$ cat src/rtl/imem_fetch_ctrl.sv
// Owns both inst_mem ports: streams loader words to the write port; fetches {pc, instr} into a 3-deep buffer.
// First if_valid two cycles after fetch starts, then 1/cycle; stalls on !if_ready, ld_ready drops while fetching.
module imem_fetch_ctrl #(
    parameter int ADDR_W   = 10,
    parameter int DATA_W   = 32,
    parameter int RESET_PC = 0
) (
    input  logic              clk,
    input  logic              clr,
    input  logic              ld_valid,
    input  logic [DATA_W-1:0] ld_data,
    input  logic              ld_last,
    output logic              ld_ready,
    output logic              ld_done,
    output logic              ld_err,
    input  logic              run,
    input  logic              br_valid,
    input  logic [ADDR_W-1:0] br_target,
    output logic              if_valid,
    input  logic              if_ready,
    output logic [DATA_W-1:0] if_instr,
    output logic [ADDR_W-1:0] if_pc,
    output logic              mem_we,
    output logic [ADDR_W-1:0] mem_addr_w,
    output logic [DATA_W-1:0] mem_data_in,
    output logic [ADDR_W-1:0] mem_addr_r,
    input  logic [DATA_W-1:0] mem_data_out,
    output logic              busy
);
    localparam logic [1:0] S_IDLE  = 2'd0;
    localparam logic [1:0] S_LOAD  = 2'd1;
    localparam logic [1:0] S_FETCH = 2'd2;

    localparam logic [ADDR_W-1:0] RST_PC  = ADDR_W'(RESET_PC);
    localparam logic [ADDR_W-1:0] PTR_MAX = '1;

    logic [1:0]        state_q, state_d;
    logic [ADDR_W-1:0] pc_q, pc_d;
    logic [ADDR_W-1:0] ld_ptr_q, ld_ptr_d;
    logic              ld_done_q, ld_done_d;
    logic              ld_err_q, ld_err_d;
    logic              rd_vld_q;
    logic [ADDR_W-1:0] rd_pc_q;
    logic [1:0]        cnt_q, cnt_d;
    logic [ADDR_W-1:0] buf_pc_q [3];
    logic [ADDR_W-1:0] buf_pc_d [3];
    logic [DATA_W-1:0] buf_instr_q [3];
    logic [DATA_W-1:0] buf_instr_d [3];

    logic       accept, in_fetch, pop, flush, issue, push;
    logic [2:0] occ;
    logic [1:0] wr_idx;

    always_comb begin
        ld_ready = !clr && (state_q != S_FETCH);
        accept   = ld_valid && ld_ready;
        in_fetch = !clr && (state_q == S_FETCH);
        if_valid = !clr && (cnt_q != 2'd0);
        pop      = if_valid && if_ready;
        flush    = in_fetch && (br_valid || !run);
        // The read in flight already owns a buffer slot, so count it before issuing another.
        occ      = 3'(cnt_q) + 3'(rd_vld_q) - 3'(pop);
        issue    = in_fetch && !flush && (occ < 3'd3);
        push     = rd_vld_q && !flush;
    end

    assign mem_we      = accept;
    assign mem_addr_w  = ld_ptr_q;
    assign mem_data_in = ld_data;
    assign mem_addr_r  = clr ? RST_PC : pc_q;
    assign busy        = !clr && (state_q != S_IDLE);
    assign ld_done     = ld_done_q;
    assign ld_err      = ld_err_q;
    assign if_pc       = buf_pc_q[0];
    assign if_instr    = buf_instr_q[0];

    always_comb begin
        state_d   = state_q;
        pc_d      = pc_q;
        ld_ptr_d  = ld_ptr_q;
        ld_err_d  = ld_err_q;
        ld_done_d = accept && ld_last;
        if (accept) begin
            if (state_q == S_IDLE) begin
                ld_err_d = 1'b0;
            end
            if (ld_last) begin
                ld_ptr_d = '0;
                state_d  = S_IDLE;
            end else begin
                ld_ptr_d = ld_ptr_q + ADDR_W'(1);
                state_d  = S_LOAD;
                if (ld_ptr_q == PTR_MAX) begin
                    ld_err_d = 1'b1;
                end
            end
        end else begin
            case (state_q)
                S_IDLE: begin
                    if (run) begin
                        state_d = S_FETCH;
                        pc_d    = RST_PC;
                    end
                end
                S_LOAD: ;
                S_FETCH: begin
                    if (!run) begin
                        state_d = S_IDLE;
                    end
                    if (br_valid) begin
                        pc_d = br_target;
                    end else if (issue) begin
                        pc_d = pc_q + ADDR_W'(1);
                    end
                end
                default: state_d = S_IDLE;
            endcase
        end
    end

    always_comb begin
        buf_pc_d    = buf_pc_q;
        buf_instr_d = buf_instr_q;
        if (pop) begin
            buf_pc_d[0]    = buf_pc_q[1];
            buf_pc_d[1]    = buf_pc_q[2];
            buf_instr_d[0] = buf_instr_q[1];
            buf_instr_d[1] = buf_instr_q[2];
        end
        wr_idx = pop ? (cnt_q - 2'd1) : cnt_q;
        if (push) begin
            buf_pc_d[wr_idx]    = rd_pc_q;
            buf_instr_d[wr_idx] = mem_data_out;
        end
        cnt_d = flush ? 2'd0 : (cnt_q - 2'(pop) + 2'(push));
    end

    always_ff @(posedge clk) begin
        if (clr) begin
            state_q   <= S_IDLE;
            pc_q      <= RST_PC;
            ld_ptr_q  <= '0;
            ld_done_q <= 1'b0;
            ld_err_q  <= 1'b0;
            rd_vld_q  <= 1'b0;
            cnt_q     <= 2'd0;
        end else begin
            state_q   <= state_d;
            pc_q      <= pc_d;
            ld_ptr_q  <= ld_ptr_d;
            ld_done_q <= ld_done_d;
            ld_err_q  <= ld_err_d;
            rd_vld_q  <= issue;
            cnt_q     <= cnt_d;
        end
    end

    always_ff @(posedge clk) begin
        rd_pc_q     <= pc_q;
        buf_pc_q    <= buf_pc_d;
        buf_instr_q <= buf_instr_d;
    end

endmodule

$ cat config.mk
export PLATFORM = sky130hd
export DESIGN_NAME = imem_fetch_ctrl
export DESIGN_NICKNAME = d
export VERILOG_FILES = /design/src/rtl/imem_fetch_ctrl.sv
export SDC_FILE = /design/constraint.sdc
export NUM_CORES = 1
export LEC_CHECK = 0
export BUFFER_PORTS_ARGS = -buffer_cell sky130_fd_sc_hd__buf_2
export CORE_ASPECT_RATIO = 1.1
export CORE_MARGIN = 1
export CORE_UTILIZATION = 40
export CTS_BUF_LIST = sky130_fd_sc_hd__clkbuf_8
export DETAILED_ROUTE_END_ITERATION = 12
export PLACE_DENSITY = 0.65
export SETUP_SLACK_MARGIN = 0.5
export SLEW_MARGIN = 0
export SYNTH_ARGS = -nofsm -noshare
export SYNTH_HDL_FRONTEND = slang
export SYNTH_SLANG_ARGS = --single-unit
$ cat constraint.sdc
create_clock -name clk -period 4.29 [get_ports clk]
set_input_delay 0.858 -clock clk [delete_from_list [all_inputs] [get_ports clk]]
set_output_delay 0.858 -clock clk [all_outputs]
set_load 0.1 [all_outputs]
==> implementation parameters <==
Parameter                              Value

Routing
  Final antenna-violating net count    0
  Number of design rule violations left after detail routing    0
  Number of iterations in the first detailed-routing pass    4
  Vias after detailed routing    approximately 4500
  Wirelength per Cell    15.3 um
  Initial drt markers    150
  Vias per cell    between 5 and 6
  Routed wire length    between 10 and 15 mm

Clock network
  Clock tree from TritonCTS    done
  Total number of H-tree levels    4
  Clock network latency to the later pin of the worst-skew pair    ~440 ps
  Sinks on Clock Net    between 150 and 200
  TritonCTS buffer count    17
  Cell chosen for the clock root    sky130_fd_sc_hd__clkbuf_8
  Clk slew on worst S/H paths    around 80 ps
  Resized Gates After CTS    0
  Hold buffers post-CTS    0
  Buffers inserted by post-CTS timing repair    0
  Deepest clock path buffer count    2

Timing
  Final slew viol count    0
  Fin. Hold Viols    0
  Worst-case hold slack    around 390 ps
  Max-slew headroom    0.420
  Maximum clock frequency    0.317 GHz
  Total Neg Setup Slack    0 ps
  Final cycle utilization of the critical path    0.735
  RSZ-0062 raised after global routing    no
  Slew @ Worst Pin    870 ps
  Total setup violations reported at the end of the flow    0
  Largest clock skew in the final design    10.4 ps
  Final critical-path required period    3150 ps

Yosys
  Count of flip-flops with a built-in enable after synthesis    42
  Syn Inst Count    between 600 and 700
  Cells taking the most area after synthesis    sky130_fd_sc_hd__dfxtp_1, sky130_fd_sc_hd__mux2_2, sky130_fd_sc_hd__edfxtp_1
  Synthesized net count    around 700
  Top cell type's share of synthesized area    0.327
  Cell taking the most area after synthesis    sky130_fd_sc_hd__dfxtp_1
  Post-synth ARST share    0
  Post-synthesis average cell area    ~12 um^2
  Post-synthesis sequential area ratio    0.497
  Dominant synthesized flop cell    sky130_fd_sc_hd__dfxtp_1
  Post-synthesis sequential element count    163
  Number of unique standard cell types used by synthesis    58
  Cell area after synthesis    roughly 7400 um^2
  Yosys warns    0

Layout
  Most frequent standard cell in the layout excluding fill and tap cells    sky130_fd_sc_hd__mux2_2
  Antenna fix cells    0
  Commonest cells after routing, fill and taps aside    sky130_fd_sc_hd__mux2_2, sky130_fd_sc_hd__dfxtp_1, sky130_fd_sc_hd__buf_2, sky130_fd_sc_hd__edfxtp_1, sky130_fd_sc_hd__clkbuf_8
  Fraction of final layout cells sized beyond drive strength 1    0.502
  Layout Nets    727
  Area of all placed cells without fillers    8100 um^2
  Synth-to-layout area growth    9.26%

Worst hold path
  Worst Min Path Start    pc_q[8]
  Hold Path Depth    0
  Worst hold path type    reg -> reg
  Worst Hold Endpoint    rd_pc_q[8]

Run status
  Outcome    completed

Worst setup path
  Type of origin of the critical path    flop
  Worst reg2reg path endpoint    pc_q[5]
  Worst-case reg-to-reg path depth    10
  Largest driver fanout on the critical path    27
  Worst Path Class, Setup    reg -> reg
  Kind of cell with the highest combined delay on the critical path    simple AND/OR/NAND/NOR gates
  Worst-path cell with the longest stage delay    sky130_fd_sc_hd__dfxtp_1
  Ordered cell list for the critical path    inv_1 -> ha_1 -> nor3b_4 -> buf_4 -> and2_1 -> fa_1 -> nand2b_1 -> and4_1 -> a211o_1 -> a22o_1
  Type of destination of the critical path    flop
  Data arrival time at the worst-slack endpoint    around 3500 ps
  Buffering stage count on the worst path with inverters included    2
  Stage delay of the slowest cell on the critical path    480 ps
  Worst reg2reg path startpoint    cnt_q[1]
  Required time worst endpoint    around 4600 ps
  Worst reg2reg setup slack    approximately 1100 ps

Power
  Leakage Power    between 3 and 4 nW
  Overall Power    about 4.5 mW
  Worst vdd ir    0.000246 V
  Areal power density over the cells    556 nW/um^2

Die
  # IOs    181
  Floorplan core area    roughly 18000 um^2
  Std-Cell Rows    51
  Height of the chip    around 140 um
  Initial Util    0.414
  Die area    19100 um^2
  Die X-Extent    roughly 130 um

Placement
  Placed inst area    ~7600 um^2
  Buffers on Ports    around 120
  Final Wtd Congestion    around 0.84
  Detailed placement HPWL    around 9.3 mm

GRT
  Initial antenna violation count    0
  Wire length of the first global-routing pass    22.2 mm
  All-layer global routing usage    0.147
  Largest net degree at the start of global routing    a little under 70
  Via count of the first global-routing pass    around 4700
  Overflow after GRT    0

Job
  Count of maximum capacitance violations    0
[cells in the mapped netlist, types with 4 or more instances]
cell type,number
sky130_fd_sc_hd__mux2_2,162
sky130_fd_sc_hd__dfxtp_1,121
sky130_fd_sc_hd__buf_4,76
sky130_fd_sc_hd__edfxtp_1,42
sky130_fd_sc_hd__nor2_1,18
sky130_fd_sc_hd__inv_1,14
sky130_fd_sc_hd__a21oi_1,12
sky130_fd_sc_hd__nand3_1,12
sky130_fd_sc_hd__buf_2,10
sky130_fd_sc_hd__buf_6,8
sky130_fd_sc_hd__clkbuf_1,8
sky130_fd_sc_hd__nand2_1,8
sky130_fd_sc_hd__or4_1,8
sky130_fd_sc_hd__a211oi_1,6
sky130_fd_sc_hd__mux2_1,6
sky130_fd_sc_hd__o22ai_1,6
sky130_fd_sc_hd__ha_1,5
sky130_fd_sc_hd__nor2b_1,5
sky130_fd_sc_hd__o31ai_1,5
sky130_fd_sc_hd__xnor2_1,5
sky130_fd_sc_hd__a22o_1,4
sky130_fd_sc_hd__nand4_1,4
sky130_fd_sc_hd__nor3_1,4
sky130_fd_sc_hd__or2_2,4
[metrics by stage]
step / util / setup slack, ps / cells
after floorplan: - / 697 / 603
after global placement: 0.425 / 861 / 859
after detailed placement: 0.425 / 744 / 859
after CTS: 0.452 / 1100 / 891
after global routing: 0.452 / 907 / 891
final: 0.452 / 1140 / 891
[cell type report]
class / instances / area, um^2
Fill cell: 1675 / 9830
Sequential cell: 163 / 3680
Inverter: 15 / 56.3
Clock inverter: 12 / 200
Multi-Input combinational cell: 322 / 2950
Clock buffer: 20 / 275
Tap cell: 238 / 298
Timing Repair Buffer: 121 / 643
[worst max-delay path by stage]
stage / startpoint / endpoint / slack (ps) / depth (start not counted)
after floorplan: clr / pc_q[9] / 700 / 13
after global placement: clr / pc_q[0] / 860 / 9
after detailed placement: clr / pc_q[0] / 740 / 9
after CTS: cnt_q[1] / pc_q[6] / 1100 / 10
after global routing: cnt_q[1] / pc_q[7] / 910 / 10
final: cnt_q[1] / pc_q[5] / 1140 / 10
[per-layer routing]
| metal | global-route usage | vias to the layer above | wire length (um) | part of all wire |
|---|---|---|---|---|
| li1 | - | 2176 | - | - |
| met3 | 0.0477 | 25 | 880 | 0.064 |
| met1 | 0.157 | 2117 | 5760 | 0.42 |
| met5 | 0 | - | 0 | 0 |
| met2 | 0.265 | 177 | 6760 | 0.50 |
| met4 | 0.0685 | 0 | 245 | 0.018 |
[cell families after synthesis]
| kind of cell | count (synthesis) | synth area share |
|---|---|---|
| compound gates | 54 | 0.0535 |
| fa+ha+maj | 6 | 0.0111 |
| mux | 169 | 0.256 |
| buf+inv | 118 | 0.108 |
| xor+xnor | 7 | 0.00827 |
| flops | 163 | 0.497 |
| simple gates | 86 | 0.0658 |
[where the power goes]
| part | internal [mW] | switching (mW) |
|---|---|---|
| logic | 0.368 | 0.978 |
| registers | 1.77 | 0.0954 |
| clock network | 0.742 | 0.544 |
Note: power is estimated with default switching activity, not from simulation.
